File: config.mk
export PLATFORM = sky130hd
export DESIGN_NAME = pipeline_hazard_ctrl
export DESIGN_NICKNAME = d
export VERILOG_FILES = /design/src/rtl/pipe_ctrl_pkg.sv /design/src/rtl/pipeline_hazard_ctrl_hazard_detect.sv /design/src/rtl/pipeline_hazard_ctrl.sv
export SDC_FILE = /design/constraint.sdc
export NUM_CORES = 1
export LEC_CHECK = 0
export BUFFER_PORTS_ARGS = -buffer_cell sky130_fd_sc_hd__buf_2
export CORE_MARGIN = 3
export CORE_UTILIZATION = 42
export CTS_CLUSTER_DIAMETER = 30
export DETAILED_ROUTE_END_ITERATION = 12
export PLACE_DENSITY = 0.65
export RECOVER_POWER = 100
export SLEW_MARGIN = 5
export SYNTH_ARGS = -nofsm -noshare
export SYNTH_HDL_FRONTEND = slang
export SYNTH_HIERARCHICAL = 1
export SYNTH_SLANG_ARGS = --single-unit
File: constraint.sdc
create_clock -name clk -period 2.87 [get_ports clk]
set_input_delay 0.1435 -clock clk [delete_from_list [all_inputs] [get_ports clk]]
set_output_delay 0.1435 -clock clk [all_outputs]
set_load 0.01 [all_outputs]
File: src/rtl/pipe_ctrl_pkg.sv
// Shared types and helpers for the 3-stage pipeline sequencing controller.
package pipe_ctrl_pkg;

  localparam int unsigned REG_AW = 5;

  typedef enum logic [1:0] {
    RUN      = 2'd0,
    MEM_WAIT = 2'd1,
    FLUSH    = 2'd2
  } state_e;

  localparam logic [31:0]        NOP_INSTR = 32'h0000_0013;
  localparam logic [REG_AW-1:0]  REG_ZERO  = 5'd0;

  // Increment that sticks at max; callers cast to/from their own width (<= 32 bits).
  function automatic logic [31:0] sat_inc(input logic [31:0] val, input logic [31:0] max);
    return (val >= max) ? max : val + 32'd1;
  endfunction

endpackage

File: src/rtl/pipeline_hazard_ctrl_hazard_detect.sv
// Combinational load-use comparator between the EX load and the IFD source operands.
module hazard_detect
  import pipe_ctrl_pkg::*;
(
  input  logic              ex_valid_i,
  input  logic              ex_is_load_i,
  input  logic [REG_AW-1:0] ex_rd_addr_i,
  input  logic [REG_AW-1:0] rs1_addr_i,
  input  logic [REG_AW-1:0] rs2_addr_i,
  input  logic              uses_rs1_i,
  input  logic              uses_rs2_i,
  output logic              load_use_o
);

  logic rs1_match;
  logic rs2_match;

  assign rs1_match  = uses_rs1_i & (rs1_addr_i == ex_rd_addr_i);
  assign rs2_match  = uses_rs2_i & (rs2_addr_i == ex_rd_addr_i);
  // x0 is hardwired to zero, so a load targeting it never produces a dependency.
  assign load_use_o = ex_valid_i & ex_is_load_i & (ex_rd_addr_i != REG_ZERO) &
                      (rs1_match | rs2_match);

endmodule

File: src/rtl/pipeline_hazard_ctrl.sv
// Sequencing controller for the IFD->EX register and PC: load-use stalls,
// branch flushes, data-memory waits with timeout, and saturating perf counters.
module pipeline_hazard_ctrl
  import pipe_ctrl_pkg::*;
#(
  parameter int unsigned FLUSH_CYCLES = 2,
  parameter int unsigned MEM_TIMEOUT  = 64,
  parameter int unsigned CNT_W        = 16
) (
  input  logic              clk,
  input  logic              rst,
  input  logic [REG_AW-1:0] ifd_rs1_addr_i,
  input  logic [REG_AW-1:0] ifd_rs2_addr_i,
  input  logic              ifd_uses_rs1_i,
  input  logic              ifd_uses_rs2_i,
  input  logic              ex_valid_i,
  input  logic [REG_AW-1:0] ex_rd_addr_i,
  input  logic              ex_is_load_i,
  input  logic              ex_branch_taken_i,
  input  logic              mem_req_i,
  input  logic              mem_ready_i,
  output logic              pc_en_o,
  output logic              ifd_ex_en_o,
  output logic              ifd_ex_bubble_o,
  output logic              stall_o,
  output logic              mem_timeout_o,
  output logic [1:0]        state_dbg_o,
  output logic [CNT_W-1:0]  stall_cnt_o,
  output logic [CNT_W-1:0]  flush_cnt_o
);

  localparam int unsigned TMO_W = 8;
  localparam int unsigned REM_W = 4;
  localparam logic [CNT_W-1:0] CNT_MAX = '1;

  state_e             state_q, state_d;
  logic [TMO_W-1:0]   tmo_q, tmo_d;
  logic [REM_W-1:0]   rem_q, rem_d;
  logic               timeout_q, timeout_d;
  logic [CNT_W-1:0]   stall_cnt_q, stall_cnt_d;
  logic [CNT_W-1:0]   flush_cnt_q, flush_cnt_d;

  logic load_use;
  logic mem_stall;
  logic branch;
  logic resolve;
  logic pc_en_c;
  logic ifd_ex_en_c;
  logic bubble_c;
  logic flush_bubble_c;

  hazard_detect u_hazard_detect (
    .ex_valid_i   (ex_valid_i),
    .ex_is_load_i (ex_is_load_i),
    .ex_rd_addr_i (ex_rd_addr_i),
    .rs1_addr_i   (ifd_rs1_addr_i),
    .rs2_addr_i   (ifd_rs2_addr_i),
    .uses_rs1_i   (ifd_uses_rs1_i),
    .uses_rs2_i   (ifd_uses_rs2_i),
    .load_use_o   (load_use)
  );

  assign mem_stall = ex_valid_i & mem_req_i & ~mem_ready_i;
  assign branch    = ex_valid_i & ex_branch_taken_i;

  // Next-state and Mealy outputs; RUN and a released MEM_WAIT share the branch/load-use rules.
  always_comb begin
    state_d        = state_q;
    tmo_d          = tmo_q;
    rem_d          = rem_q;
    resolve        = 1'b0;
    pc_en_c        = 1'b1;
    ifd_ex_en_c    = 1'b1;
    bubble_c       = 1'b0;
    flush_bubble_c = 1'b0;

    case (state_q)
      RUN: begin
        if (mem_stall) begin
          pc_en_c     = 1'b0;
          ifd_ex_en_c = 1'b0;
          state_d     = MEM_WAIT;
          tmo_d       = TMO_W'(1);
        end else begin
          resolve = 1'b1;
        end
      end
      MEM_WAIT: begin
        if (!mem_ready_i) begin
          pc_en_c     = 1'b0;
          ifd_ex_en_c = 1'b0;
          tmo_d       = TMO_W'(sat_inc(32'(tmo_q), MEM_TIMEOUT));
        end else begin
          resolve = 1'b1;
        end
      end
      FLUSH: begin
        bubble_c       = 1'b1;
        flush_bubble_c = 1'b1;
        rem_d          = rem_q - REM_W'(1);
        if (rem_q <= REM_W'(1)) state_d = RUN;
      end
      default: state_d = RUN;
    endcase

    if (resolve) begin
      state_d = RUN;
      if (branch) begin
        bubble_c       = 1'b1;
        flush_bubble_c = 1'b1;
        if (FLUSH_CYCLES > 1) begin
          state_d = FLUSH;
          rem_d   = REM_W'(FLUSH_CYCLES - 1);
        end
      end else if (load_use) begin
        pc_en_c  = 1'b0;
        bubble_c = 1'b1;
      end
    end

    // Reset fills the pipeline with NOPs while holding the PC.
    if (rst) begin
      pc_en_c        = 1'b0;
      ifd_ex_en_c    = 1'b1;
      bubble_c       = 1'b1;
      flush_bubble_c = 1'b0;
    end
  end

  always_comb begin
    timeout_d   = timeout_q | ((state_d == MEM_WAIT) && (tmo_d == TMO_W'(MEM_TIMEOUT)));
    stall_cnt_d = stall_cnt_q;
    flush_cnt_d = flush_cnt_q;
    if (!pc_en_c)       stall_cnt_d = CNT_W'(sat_inc(32'(stall_cnt_q), 32'(CNT_MAX)));
    if (flush_bubble_c) flush_cnt_d = CNT_W'(sat_inc(32'(flush_cnt_q), 32'(CNT_MAX)));
  end

  always_ff @(posedge clk or posedge rst) begin
    if (rst) begin
      state_q     <= RUN;
      tmo_q       <= '0;
      rem_q       <= '0;
      timeout_q   <= 1'b0;
      stall_cnt_q <= '0;
      flush_cnt_q <= '0;
    end else begin
      state_q     <= state_d;
      tmo_q       <= tmo_d;
      rem_q       <= rem_d;
      timeout_q   <= timeout_d;
      stall_cnt_q <= stall_cnt_d;
      flush_cnt_q <= flush_cnt_d;
    end
  end

  assign pc_en_o         = pc_en_c;
  assign ifd_ex_en_o     = ifd_ex_en_c;
  assign ifd_ex_bubble_o = bubble_c;
  assign stall_o         = ~pc_en_c;
  assign mem_timeout_o   = timeout_q;
  assign state_dbg_o     = state_q;
  assign stall_cnt_o     = stall_cnt_q;
  assign flush_cnt_o     = flush_cnt_q;

endmodule

* Word level (Yosys, flattened, before mapping)
Index checks and enable logic that the tools add are counted.
Word-level totals: output and inout bits 39, bits in latches 0, bits in writable memories 0, bits in read-only memories 0, flip-flop bits (word level) 47, memories kept 0
Operators by class: divide/modulo/power cells 0, reductions and logical operators 3, magnitude comparators 4, multiplexer cells 31, bitwise logic cells 12, shift operators 0, add/sub/neg operators 4, eq/ne operators 6, multiply operators 0
Operator list (count):
- $add 16x1->16 const B | 2
- $ge 16x16->1 const B | 2
- $mux 16 | 2
- $mux 8 | 3
- $pmux 8 s2 | 1
- $mux 1 | 15
- $mux 4 | 3
- $eq 5x5->1 | 2
- $add 8x1->8 const B | 1
- $and 1x1->1 | 8
- $eq 8x7->1 const B | 1
- $ge 8x7->1 const B | 1
- $mux 2 | 4
- $pmux 2 s3 | 1
- $reduce_bool 5->1 | 1
- $eq 2x1->1 const B | 2
- $le 4x1->1 const B | 1
- $pmux 1 s2 | 2
- $sub 4x1->4 const B | 1
- $eq 2x2->1 const B | 1
- $logic_not 2->1 | 1
- $not 1->1 | 2
- $or 1x1->1 | 2
- $logic_and 1x1->1 | 1

* Depth between registers and ports, before layout
word-level depth 9, depth in mapped cells 10, depth with buffers taken out 9

* By module
The synthesis kept the hierarchy.
Modules (own cells, without submodules):
- pipeline_hazard_ctrl | area an instance 2481.1 um^2, instances 1, cells each 268, seq. area each 1176.1 um^2
- hazard_detect | area an instance 135.1 um^2, instances 1, cells each 17, seq. area each 0.0 um^2

* Worst setup path after synthesis
No wires, ideal clock.
path type input port to flip-flop, start point input ex_rd_addr_i[2], end point register stall_cnt_q[15] (netlist: stall_cnt_o[15]), setup time 0.125 ns, data arrival time 1.969 ns, path slack 0.777 ns, buffers on the path 0, stages 8, cells stage by stage or4_1 -> o211ai_2 -> a21oi_1 -> nor2b_1 -> a221oi_2 -> nor4_1 -> nand3_1 -> mux2_2
Between the ends: cells in the longest elaborated chain, start to end 8, elaborated cells on any way between the ends 12, those cells by class eq/ne: 2; mux: 4; bitwise: 5; reduce/logical: 1
RTL lines:
- start, declared | line pipeline_hazard_ctrl.sv:17 | input logic [REG_AW-1:0] ex_rd_addr_i,
- $eq 5x5->1, on equally long branches | line pipeline_hazard_ctrl_hazard_detect.sv:18, pipeline_hazard_ctrl_hazard_detect.sv:19
- $and 1x1->1, on equally long branches | line pipeline_hazard_ctrl_hazard_detect.sv:18, pipeline_hazard_ctrl_hazard_detect.sv:19
- $or 1x1->1 | line pipeline_hazard_ctrl_hazard_detect.sv:22 | (rs1_match | rs2_match);
- $and 1x1->1 (*) | line pipeline_hazard_ctrl_hazard_detect.sv:21 | assign load_use_o = ex_valid_i & ex_is_load_i & (ex_rd_addr_i != REG_ZERO) &
- named net load_use | line pipeline_hazard_ctrl.sv:43 | logic load_use;
- $mux 1 (*) | line pipeline_hazard_ctrl.sv:115 | end else if (load_use) begin
- $mux 1 (*) | line pipeline_hazard_ctrl.sv:108 | if (branch) begin
- $mux 1 (*) | line pipeline_hazard_ctrl.sv:106 | if (resolve) begin
- $mux 1 (*) | line pipeline_hazard_ctrl.sv:122 | if (rst) begin
- end signal, assigned | line pipeline_hazard_ctrl.sv:151 | stall_cnt_q <= stall_cnt_d;
- end, declared | line pipeline_hazard_ctrl.sv:40 | logic [CNT_W-1:0] stall_cnt_q, stall_cnt_d;
The timed path passes the listed nets; every way through them passes the cells marked *. A chain may end at the register's enable or synchronous reset.

* Worst setup path after layout
start point input ex_rd_addr_i[2], end point register stall_cnt_q[7] (netlist: stall_cnt_o[7])
Same word-level chain as after synthesis.

==> results.md <==
* Die Area at 7212 um2
* Synth Instances at 285
* Flop pwr share at 0.493
* WHS at 0.2049 ns
* Setup crit start kind: input pin
* Final layout net count at 381
* Library cells used by synthesis at 51
* Drc violations at 0
* Max Fanout on Critical Path at 13
* Max-slew headroom at 0.3089
* Final max-slew violation count at 0
* CP peak stage delay at 0.56 ns
* Routability cong. at 0.8049
* Combinational share of power at 0.331
* FFs w/ async S/R, synth at 1.000
* 1st-iter DRT viols at 101
* ANT cells at 0
* Period Utilization, post-route at 0.8140
* Reg-to-reg endpoint: stall_cnt_o[7]$_DFFE_PP0N_
* DR pass1 iterations at 4
* Placed Area at 3012 um2
* Final Non-Filler Cells at 428
* Core area at 5991 um2
* Placed Cells at 419
* Pint at 1.313 mW
* Vias at 2296
* Number of enable flip-flop cells after synthesis at 0
* # setup viols final at 0
* WL/cell at 13.58 um
* Ys Warns at 6
* Layout Cell Area excl Fill at 3029 um2
* Die height at 84.93 um
* Port bufs at 62
* Total CTS buffers at 5
* Min-Delay Path Class: input pin to register
* Hold path start: mem_ready_i
* Synth Area per Inst at 9.180 um2
* Vias/cell at 5.364
* Max Clk Rate at 428.1 MHz
* Worst Hold End: state_dbg_o[0]$_DFF_PP0_
* Syn Nets at 314
* Most frequent cells in the layout: dfrtp_1, nand2_1, clkbuf_1
* Worst skew pair latency at 0.30 ns
* H-Tree Depth at 2
* Clock transition at path regs at 0.09 ns
* Commonest non-fill, non-tap cell in the layout: dfrtp_1
* Max-Cap Viols at 0
* Longest Clk Path Bufs at 2
* Worst EP arrival at 2.49 ns
* CTS tree: yes
* CP delay by family, top: simple AND/OR/NAND/NOR gates
* Vias in the first global route at 2147
* Post-route minimum period at 2.336 ns
* Sequential-to-total area share from yosys stat at 0.4495
* Prevailing post-synth register cell: dfrtp_1
* Final TNS setup at 0 ns
* First-pass GRT wire length at 9901 um
* Max VDD drop at 0.3536 mV
* RSZ-0062 raised after global routing: no
* Register bit total from synthesis at 47
* Num rows at 28
* CP Buf/Inv Count at 1
* Layout overhead on the synthesized area at 15.78%
* Largest net degree at the start of global routing at 43
* Layout cell share with drive strength beyond 1 at 0.1218
* Crit Path Class: input pin to register
* I/O pins at 63
* Post-Syn Area at 2616 um2
* Critical-path cell list: clkbuf_1 -> or4_1 -> o211ai_1 -> a21oi_1 -> nor2b_1 -> a221oi_2 -> nor4b_1 -> nand2b_1 -> o21ai_0
* Routed Antenna Nets at 0
* Reg2reg path depth at 6
* Power per Cell Area at 723.3 nW/um2
* Slowest-stage cell, CP: or4_1
* Initial Util at 0.4367
* TritonCTS Sinks at 47
* Clk pwr share at 0.176
* CTS Root Cell: clkbuf_8
* WP data required at 3.03 ns
* Sw Pwr at 0.8778 mW
* Placement Setup Slack at 0.2342 ns
* # resized after CTS at 0
* DP HPWL at 4329 um
* Die X at 84.93 um
* GRT Total Usage at 0.1674
* CP endpoint kind: register
* Worst-margin pin slew at 1.037 ns
* Switch share at 0.4007
* Outcome: completed
* Antenna violations before repair at 0
* Final worst slack at 0.5339 ns
* Clock skew at 0.01023 ns
* R2r startpoint: stall_cnt_o[0]$_DFFE_PP0N_
* Detailed-route wire length at 5814 um
* Total grt overflow at 0
* Lkg Pwr at 1.287 nW
* WHS Path Cells at 2
* Final Hold Viols at 0
* Reg2reg setup slack at 0.66 ns
-- sequential cells by signal (all words and copies together) (netlist names) --
register and flops:
state_dbg_o 2, flush_cnt_o 16, mem_timeout_o 1, stall_cnt_o 16
tmo_q 8, rem_q 4
-- cell usage after synthesis (3+ instances only) --
cell type	instances	area (um2)
a21oi_1	13	65.06
inv_1	11	41.29
a31oi_1	6	37.54
nand4_1	8	50.05
mux2_2	7	78.83
nand2b_1	4	25.02
ha_1	5	62.56
nor2_1	18	67.56
xnor2_1	13	113.9
nand2_1	44	165.2
nand3_1	14	70.07
dfrtp_1	47	1176
and3_1	3	18.77
xor2_1	11	96.34
nor4_1	6	37.54
nor2b_1	7	43.79
nor3_1	11	55.05
buf_2	4	20.02
o21ai_0	18	90.09
-- through the flow --
| stage | total power [mW] | utilization |
|---|---|---|
| global route | 2.379 | 0.5056 |
| floorplan | 1.560 | - |
| CTS | 2.252 | 0.5180 |
| detailed placement | 1.858 | 0.5027 |
| finish | 2.191 | 0.5056 |
| global placement | 1.834 | 0.5027 |
-- power by group through the flow --
stage               logic [mW]  clock network, mW  registers, mW
floorplan                0.461                  0           1.10
global placement         0.756                  0           1.08
detailed placement       0.775                  0           1.08
CTS                      0.778              0.400           1.07
global route             0.839              0.424           1.12
finish                   0.726              0.386           1.08
-- repair_timing --
item                      CTS  global route
hold buffers                1             0
hold endpoints to repair    5             0
setup buffers               0             0
-- metal layers --
metal	vias up	share of wire	GRT usage
li1	1151	-	-
met1	1083	0.48	0.2224
met2	56	0.45	0.2719
met3	6	0.061	0.04854
met4	0	0.010	0.03885
met5	-	0	0
-- worst max path at each step --
stage / start / cells past startpoint / slack [ns] / end
final: ex_rd_addr_i[2] / 9 / 0.53 / stall_cnt_o[7]$_DFFE_PP0N_
after global routing: ex_rd_addr_i[2] / 9 / 0.37 / stall_cnt_o[7]$_DFFE_PP0N_
after CTS: ex_rd_addr_i[2] / 9 / 0.55 / stall_cnt_o[7]$_DFFE_PP0N_
after detailed placement: ex_rd_addr_i[2] / 9 / 0.23 / stall_cnt_o[7]$_DFFE_PP0N_
after global placement: ex_rd_addr_i[2] / 9 / 0.31 / stall_cnt_o[7]$_DFFE_PP0N_
after floorplan: ex_rd_addr_i[2] / 8 / 0.78 / stall_cnt_o[15]$_DFFE_PP0N_
-- final cells by class --
type / count / area, um2
Fill cell: 597 / 2962
Timing Repair Buffer: 65 / 281.5
Sequential cell: 47 / 1176
Clock inverter: 1 / 5.005
Inverter: 11 / 41.29
Clock buffer: 7 / 76.32
Multi-Input combinational cell: 222 / 1355
Tap cell: 75 / 93.84
-- logic make-up after synthesis --
kind of cell,Yosys count,share of synthesized area
simple gates,128,0.2463
compound gates,57,0.1411
flops,47,0.4495
xor+xnor,24,0.08034
buf+inv,16,0.02487
mux,8,0.03396
fa+ha+maj,5,0.02391
Note: power is estimated with default switching activity, not from simulation.
